[src/rtl/fetch_stage.sv]
// MIPS fetch stage: owns the PC, drives the instruction memory and holds the IF/ID register.
// Optional performance counters are enabled with FETCH_PERF_COUNT_EN.
module fetch_stage #(
    parameter logic [31:0] RESET_PC = 32'h0000_0000,
    parameter int          IMEM_AW  = 10
) (
    input  logic               clk,
    input  logic               rst,
    output logic [IMEM_AW-1:0] imem_addr,
    input  logic [31:0]        imem_instr,
    input  logic               redirect_valid,
    input  logic [31:0]        redirect_target,
    input  logic               halt_req,
    output logic               out_valid,
    input  logic               out_ready,
    output logic [31:0]        out_instr,
    output logic [31:0]        out_pc,
    output logic [31:0]        out_pc4,
    output logic               halted
`ifdef FETCH_PERF_COUNT_EN
    ,
    output logic [31:0]        perf_fetched,
    output logic [31:0]        perf_stall,
    output logic [31:0]        perf_flush
`endif
);

    typedef enum logic [1:0] {BOOT = 2'd0, RUN = 2'd1, HALT = 2'd2} state_t;

    typedef struct packed {
        logic [31:0] instr;
        logic [31:0] pc;
        logic [31:0] pc4;
    } ifid_t;

    state_t      state, state_nxt;
    logic [31:0] pc;
    ifid_t       ifid;
    logic        do_redirect, do_capture;
    logic        unused_tgt;

    assign unused_tgt = ^redirect_target[1:0];

    always_ff @(posedge clk or posedge rst) begin
        if (rst) state <= BOOT;
        else     state <= state_nxt;
    end

    always_comb begin
        state_nxt = state;
        case (state)
            BOOT:    state_nxt = halt_req ? HALT : RUN;
            RUN:     if (!redirect_valid && halt_req) state_nxt = HALT;
            HALT:    if (!redirect_valid && !halt_req) state_nxt = RUN;
            default: state_nxt = BOOT;
        endcase
    end

    // Redirect wins over halt and stall; BOOT ignores everything.
    always_comb begin
        do_redirect = 1'b0;
        do_capture  = 1'b0;
        case (state)
            RUN: begin
                do_redirect = redirect_valid;
                do_capture  = !redirect_valid && !halt_req && (out_ready || !out_valid);
            end
            HALT:    do_redirect = redirect_valid;
            default: ;
        endcase
    end

    always_ff @(posedge clk or posedge rst) begin
        if (rst) begin
            pc        <= RESET_PC;
            out_valid <= 1'b0;
            ifid      <= '0;
        end else if (do_redirect) begin
            pc        <= {redirect_target[31:2], 2'b00};
            out_valid <= 1'b0;
        end else if (do_capture) begin
            pc        <= pc + 32'd4;
            out_valid <= 1'b1;
            ifid      <= '{instr: imem_instr, pc: pc, pc4: pc + 32'd4};
        end else begin
            // Halt/stall: the entry only leaves via a decode transfer.
            out_valid <= out_valid & ~out_ready;
        end
    end

    assign imem_addr = pc[IMEM_AW+1:2];
    assign out_instr = ifid.instr;
    assign out_pc    = ifid.pc;
    assign out_pc4   = ifid.pc4;
    assign halted    = (state == HALT) && !out_valid;

`ifdef FETCH_PERF_COUNT_EN
    always_ff @(posedge clk or posedge rst) begin
        if (rst) begin
            perf_fetched <= '0;
            perf_stall   <= '0;
            perf_flush   <= '0;
        end else begin
            if (do_capture)
                perf_fetched <= perf_fetched + 32'd1;
            if (state == RUN && out_valid && !out_ready && !redirect_valid)
                perf_stall <= perf_stall + 32'd1;
            if (do_redirect && out_valid && !out_ready)
                perf_flush <= perf_flush + 32'd1;
        end
    end
`endif

endmodule

[config.mk]
export PLATFORM = sky130hd
export DESIGN_NAME = fetch_stage
export DESIGN_NICKNAME = d
export VERILOG_FILES = /design/src/rtl/fetch_stage.sv
export SDC_FILE = /design/constraint.sdc
export NUM_CORES = 1
export LEC_CHECK = 0
export ABC_AREA = 1
export CORE_AREA = 5 5 127 129
export DETAILED_ROUTE_END_ITERATION = 10
export DIE_AREA = 0 0 132 134
export PLACE_DENSITY = 0.69
export SYNTH_ARGS = -nofsm -noshare
export SYNTH_HDL_FRONTEND = slang
export SYNTH_SLANG_ARGS = --single-unit
[constraint.sdc]
create_clock -name clk -period 7.8 [get_ports clk]
set_clock_uncertainty 0.15 [all_clocks]
set_input_delay 1.56 -clock clk [delete_from_list [all_inputs] [get_ports clk]]
set_output_delay 1.56 -clock clk [all_outputs]
set_load 0.05 [all_outputs]
==> reports/metrics.yaml, run 1 <==
outcome: "complete, no violations"
grt_max_degree: 72
hold_viol: 0
clk_path_buf_depth: 2
ant_nets: 0
final_cell_mix: "327 x nand2_1, 170 x clkdlybuf4s50_1, 125 x dfrtp_1, 57 x inv_1, 53 x nand3_1"
cpMaxStageDelayCell: "nand2_1"
fin_nets: 961
synth_cell_type_count: 26
antenna_found_initial: 1
post_cts_resized: 0
num_io_pins: 177
cts_setup_buffers: 0
synth_edf_count: 0
max_freq_mhz: 234.1
synth_area_um2: 5787
period_share_pct: 54.77
synthArstFlopShare_pct: 100.0
seq_area_frac_synth_pct: 54.05
critPathArrivalTime_ns: 4.41
crit_chain: "clkdlybuf4s50_1 > nor2_1 > nand3_4 > nand2_1 > clkinv_1 > nand2_1 > nand3_1"
synthFlopType: "dfrtp_1"
area_delta_synth_final_pct: 40.56
hpwl_um: 11230
cts_root_buffer: "clkbuf_16"
h-tree-depth: 4
place_inst: 1057
cts_hold_buf: 0
power.density_nw_per_um2: 488.9
grt_pass1_vias: 5135
setup-tns-final_ns: 0
crit_top_cell: "nand2_1"
layoutNonFillerInstCount: 1088
final_common_cell: "nand2_1"
wirelength_um: 15770
maxCapViolCount: 0
power.ir.vdd_worst_v: 0.0002777
grt_overflow_total: 0
die_area_um2: 17690
syn_avg_cell_area_um2: 7.927
post-route-drc-count: 0
start_kind: "input pin"
finalMaxSlewViolations: 0
min_period_ns: 4.272
tritoncts: "yes"
ys_ff_latch: 125
wl_per_cell_um: 14.50
endpoint_kind: "flip-flop"
cts.clk_slew.worst_paths_ns: 0.05
ys_warn_count: 0
core_area_um2: 14920
dr.first_iter.drc_count: 307
criticalPathCategory: "input pin to flip-flop"
worstPathMaxFanout: 52
vias: 5096
die_height_um: 134
required_ns: 7.94
die_w_um: 132
cpLargestDelayFamily: "simple AND/OR/NAND/NOR gates"
vias_per_cell: 4.684
cts.sinks: 125
start_util_pct: 38.78
nFillCells: 1404
slowest_delay_ns: 0.82
grt_usage_pct: 18.43
firstDrtPassIters: 4
rsz0062_at_grt: "false"
relSlewSlack_pct: 45.06
path_buf_inv: 2
place_congestion: 0.8339
diodes: 0
portBuffers: 170
p_leak_nw: 3.942
hp-class: "flip-flop to flip-flop"
clk_latency_ns: 0.42
numCtsBuffers: 17
setup_violations: 0
layout-drive-gt1-share_pct: 6.444
row_count: 45
syn_inst: 730
grt_pass1_wl_um: 26360
worst_pin_slew_ns: 0.8220
synth_stat cells (7+ instances only):
cell | count | area share, %
buf_2 | 19 | 1.6
buf_4 | 14 | 1.8
dfrtp_1 | 125 | 54
inv_1 | 58 | 3.8
nand2_1 | 327 | 21
nand3_1 | 54 | 4.7
nor2_1 | 32 | 2.1
o211ai_1 | 7 | 0.91
o21ai_0 | 46 | 4.0
o21ai_1 | 7 | 0.61
worst paths after layout:
check	cells after the start	slack (ns)	from	to
min	2	0.32	out_instr[15]$_DFFE_PP0P_	out_instr[15]$_DFFE_PP0P_
min in group asynchronous	2	1.48	rst	out_pc4[16]$_DFFE_PP0P_
max	7	3.53	halt_req	pc[15]$_DFFE_PP0P_
max in group asynchronous	3	4.74	rst	out_instr[8]$_DFFE_PP0P_
max reg2reg	7	4.62	state[1]$_DFFE_PP0P_	pc[15]$_DFFE_PP0P_
min reg2reg	2	0.32	out_instr[15]$_DFFE_PP0P_	out_instr[15]$_DFFE_PP0P_
through the flow:
step / hold WS [ns] / utilization (%) / instance area [um2] / total power, W / setup WS (ns)
after CTS: 0.3324 / 54.52 / 8134 / 0.004017 / 3.425
after floorplan: 0.3497 / - / 5798 / 0.002550 / 2.762
final: 0.3244 / 54.52 / 8134 / 0.003976 / 3.528
after global placement: 0.3113 / 50.68 / 7561 / 0.003209 / 3.107
after global routing: 0.3466 / 54.52 / 8134 / 0.004216 / 3.213
after detailed placement: 0.3161 / 50.68 / 7561 / 0.003234 / 3.010
per-layer routing:
layer / part of all wire [%] / global-route usage [%] / vias to the layer above
li1: - / - / 2576
met5: 0.070 / 0 / -
met4: 1.5 / 6.400 / 2
met2: 47 / 29.45 / 152
met1: 43 / 22.63 / 2346
met3: 8.1 / 7.539 / 20
logic make-up after synthesis:
group / after synthesis / synth area share (%)
other: 1 / 0.06480
buffers and inverters: 101 / 7.870
AND/OR/NAND/NOR: 434 / 31.14
adder cells (fa/ha/maj): 4 / 0.8649
AO/OA/AOI/OAI: 65 / 6.011
flip-flops: 125 / 54.05
power by group:
group / switching [W] / total (W) / internal, W
sequential: 0.000222 / 0.00117 / 0.000948
combinational: 0.00140 / 0.00204 / 0.000644
clock: 0.000279 / 0.000764 / 0.000485
total: 0.00190 / 0.00398 / 0.00208
registers in the layout, summed over array words and instances (netlist names):
| name | count |
|---|---|
| out_instr | 32 |
| state | 2 |
| out_pc4 | 30 |
| out_pc | 30 |
| out_valid | 1 |
| pc | 30 |
final cells by class:
type	count	area (um2)	area share [%]
multi-input combinational	507	2227	27.38
clock inverter	6	57.56	0.7076
timing repair buffer	174	1732	21.29
inverter	63	239.0	2.938
clock buffer	25	515.5	6.337
tap	188	235.2	2.892
sequential	125	3128	38.46
worst reg2reg max path: stages (launching register included):
cell	delay, ns
dfrtp_1	0.41
inv_1	0.12
ha_1	0.22
nand3_4	0.44
nand2_1	0.83
clkinv_1	0.60
nand2_1	0.20
nand3_1	0.10
No activity file was read; power rests on OpenSTA's default activity.
==> run 2: changes to the inputs <==
PLACE_DENSITY = 0.72   (was 0.69)
clock period = 3.9 ns   (was 7.8 ns; I/O delays follow)
==> reports/metrics.yaml, run 2 (synthesis gave the netlist of run 1 again) <==
outcome: "complete, no violations"
grt_overflow_total: 0
p_comb_share_pct: 51.6
maxCapViolCount: 0
antenna_found_initial: 0
layout-drive-gt1-share_pct: 6.430
power_w: 0.007977
pwr-share-seq_pct: 29.2
post_cts_resized: 0
post-route-drc-count: 0
grt_pass1_wl_um: 26240
clk_latency_ns: 0.41
critPathArrivalTime_ns: 2.03
firstDrtPassIters: 4
setup-tns-final_ns: 0
vias: 5055
ant_nets: 0
hold_viol: 0
internal_power_w: 0.004180
h-tree-depth: 4
cts_root_buffer: "clkbuf_16"
final_common_cell: "nand2_1"
diodes: 0
worstRegToRegCells: 7
place_congestion: 0.8308
numCtsBuffers: 17
grt_usage_pct: 18.39
fin_area_um2: 8172
start_util_pct: 38.78
cts_setup_buffers: 0
wirelength_um: 15840
dpl_cell_area_um2: 7602
power.density_nw_per_um2: 976.2
endpoint_kind: "output pin"
grt_max_degree: 126
seqCellArea_um2: 3128
cts.sinks: 125
required_ns: 2.97
worstPathMaxFanout: 4
die_area_um2: 17690
power_frac_clock_pct: 19.2
p_leak_nw: 3.954
die_w_um: 132
die_height_um: 134
tritoncts: "yes"
whs_path_depth: 2
min_period_ns: 2.964
fin_nets: 963
period_share_pct: 76.01
wl_per_cell_um: 14.53
utilization_pct: 54.77
multi_input_area_um2: 2227
grt_pass1_vias: 5225
p_switching_w: 0.003798
nFillCells: 1377
clk_path_buf_depth: 2
relSlewSlack_pct: 55.20
cts_hold_buf: 0
vias_per_cell: 4.638
swShare_pct: 47.61
final_cell_mix: "327 x nand2_1, 170 x clkdlybuf4s50_1, 125 x dfrtp_1, 57 x inv_1, 53 x nand3_1"
area_delta_synth_final_pct: 41.21
start_kind: "flip-flop"
worst_pin_slew_ns: 0.6720
cts.clk_slew.worst_paths_ns: 0.05
finalMaxSlewViolations: 0
core_area_um2: 14920
num_io_pins: 177
largest_reg_flops: 32
power.ir.vdd_worst_v: 0.0005766
hpwl_um: 11060
portBuffers: 170
criticalPathCategory: "flip-flop to output pin"
row_count: 45
rsz0062_at_grt: "false"
max_freq_mhz: 337.4
hp-class: "flip-flop to flip-flop"
dr.first_iter.drc_count: 244
setup_violations: 0
-- run 2: cell types whose count changed in the layout (fill, tap and decap cells not counted), sizes merged --
cell	change
buf	+2
bufinv	+1
clkbuf	-1
clkinvlp	+1
inv	-1
-- run 2: worst paths after layout --
check / start / endpoint / slack, ns
setup / recovery: state[0]$_DFFE_PP0P_ / halted / 0.94
max in group asynchronous: rst / out_instr[17]$_DFFE_PP0P_ / 2.34
min in group asynchronous: rst / out_pc4[17]$_DFFE_PP0P_ / 0.77
hold / removal: out_pc4[22]$_DFFE_PP0P_ / out_pc4[22]$_DFFE_PP0P_ / 0.33
hold reg to reg: out_pc4[22]$_DFFE_PP0P_ / out_pc4[22]$_DFFE_PP0P_ / 0.33
setup reg to reg: state[1]$_DFFE_PP0P_ / out_instr[13]$_DFFE_PP0P_ / 1.73
-- run 2: power by group through the flow --
stage / Sequential [W] / Combinational, W / Clock, W
final: 0.00233 / 0.00412 / 0.00153
after global placement: 0.00233 / 0.00411 / 0
after detailed placement: 0.00233 / 0.00415 / 0
after CTS: 0.00234 / 0.00416 / 0.00157
after floorplan: 0.00377 / 0.00133 / 0
after global routing: 0.00242 / 0.00441 / 0.00162
-- run 2: cell type report --
| class | count | area share [%] |
|---|---|---|
| repair buffers | 176 | 21.68 |
| clock buffers | 24 | 5.895 |
| inverters | 63 | 2.940 |
| flip-flops and latches | 125 | 38.28 |
| well taps | 188 | 2.879 |
| multi-input cells | 507 | 27.25 |
| clock inverters | 7 | 1.072 |
-- run 2: metal layers --
layer / track usage [%] / up-vias / part of all wire, %
met2: 29.08 / 157 / 47
met1: 22.83 / 2310 / 42
met4: 6.629 / 0 / 2.0
li1: - / 2568 / -
met3: 7.389 / 20 / 9.3
met5: 0 / - / 0
-- run 2: worst max-delay path: stages (launching register included) --
cell	delay (ns)
dfrtp_1	0.41
inv_1	0.13
ha_1	0.16
inv_1	0.05
nor2_1	0.08
clkdlybuf4s50_1	0.80
-- run 2: stage by stage --
step | setup WS (ns) | instances | hold WS (ns)
after CTS | 0.9185 | 1090 | 0.3300
after global routing | 0.8259 | 1090 | 0.3450
after global placement | 1.007 | 1059 | 0.3105
after detailed placement | 0.9869 | 1059 | 0.3148
final | 0.9357 | 1090 | 0.3263
after floorplan | 1.431 | 733 | 0.3497
==> edit (config.mk and constraints of run 2) <==
Re-encode `state_t` (3 states) as one-hot, 3 bits wide.
--- a/src/rtl/fetch_stage.sv
+++ b/src/rtl/fetch_stage.sv
@@ -27,3 +27,3 @@
 
-    typedef enum logic [1:0] {BOOT = 2'd0, RUN = 2'd1, HALT = 2'd2} state_t;
+    typedef enum logic [2:0] {BOOT = 3'b001, RUN = 3'b010, HALT = 3'b100} state_t;
 
Check against the original RTL: no difference found for any inputs over 4 cycles, from zero or initial values and one cycle with rst high; so few cycles prove little.
==> edit against run 2 <==
- via count rose by 1.8%
- fmax is 4.0% higher
- total power decreased by 4.0%
- final area up 0.43%
- sequential cell count is 1 higher
- first-iteration DRC count is 15% higher
- area after synthesis increased by 0.43%
- register-to-register slack lost 0.21 ns
- setup slack better by 0.11 ns
- largest cell class unchanged
- wire length increased by 1.2%
==> edit: results (changes against run 2) <==
number of global-route vias before repair 5196 (-0.56%); maximum number of pins on one net before global-route repair 86 (-32%); Worst R2R Start state[0]; Routed met2 length 7.00 mm (-5.0%); fraction of layout instances using a drive strength above 1 6.50% (+0.068 points); synthesized-area fraction occupied by adder cells 0.215% (-0.65 points); wire length of the first global-routing pass 26.2 mm (-0.18%); share of the synthesized area in compound gates (AO/OA/AOI/OAI) 5.73% (-0.28 points); worst slack at placement 0.633 ns (-0.354 ns); P_clk 1.65 mW (+8%); worst-case reg-to-reg path depth 9 (+2); leakage power 4.01 nW (+1.5%); Iteration-0 DRC Markers 280 (+15%); most frequent cells after synthesis 333 x sky130_fd_sc_hd__nand2_1, 125 x sky130_fd_sc_hd__dfrtp_1, 62 x sky130_fd_sc_hd__inv_1, 58 x sky130_fd_sc_hd__nand3_1, 50 x sky130_fd_sc_hd__o21ai_0; placed cell count 1064 (+0.47%); GPL Wtd Cong 0.831 (about the same); post-synthesis sequential area ratio 54.3% (+0.22 points); met1 track demand over resource in global routing 24.9% (+2.0 points); relative slew slack 59.4% (+4.2 points); Critical Path Source state[1]; highest metal used met4; instance count of the mapped netlist 735 (+0.68%); vias per cell 4.70 (+1.3%); length of routed met3 wiring 934 microns (-36%); result of the run completed; filler instances 1390 (+0.94%); dominant cells by area after synthesis sky130_fd_sc_hd__dfrtp_1 54%, sky130_fd_sc_hd__nand2_1 22%, sky130_fd_sc_hd__nand3_1 5.0%; wire length after detailed routing 16.0 mm (+1.2%); half-perimeter wire length after placement 11.7 mm (+5.5%); min-delay src out_instr[6]; critical path arrival 1.92 ns (-0.11 ns); power share of the combinational group 48.7% (-2.9 points); met2 Track Usage GR 27.8% (-1.3 points); met3 Usage GRT 5.33% (-2.1 points); net switching share of the total power 45.9% (-1.7 points); all-layer global routing usage 18.5% (+0.099 points); largest voltage drop on the vdd net 0.492 mV (-15%); Routed WL per cell 14.6 microns (+0.66%)
## edit: cell count changes after synthesis, sizes merged
cell / delta
nor3: +1
nand2: +3
clkinv: -2
dfstp: +1
clkbuf: -2
buf: +4
o21ai: -3
ha: -3
nand3b: +1
a21oi: +1
o21bai: +1
a31oi: -2
inv: +2
nand3: +3
## edit: area by class of cell
cell class	instances	area (sq um)	share of cell area, %
Tap cell	188	235	2.87
Clock buffer	19	443	5.40
Clock inverter	13	170	2.07
Inverter	63	240	2.93
Sequential cell	126	3150	38.4
Timing Repair Buffer	178	1770	21.6
Multi-Input combinational cell	509	2190	26.7
## edit: logic make-up after synthesis
group,Yosys count
other,1
and+or+nand+nor,442
adders and majority gates,1
buffers and inverters,103
DFF,126
AOI/OAI and AO/OA,62
## edit: worst paths after layout
path	endpoint	slack, ns
min in group asynchronous	out_instr[7]	0.71
hold / removal	out_instr[6]	0.33
setup / recovery	halted	1.05
hold reg to reg	out_instr[6]	0.33
setup reg to reg	pc[7]	1.52
max in group asynchronous	out_pc4[14]	2.47
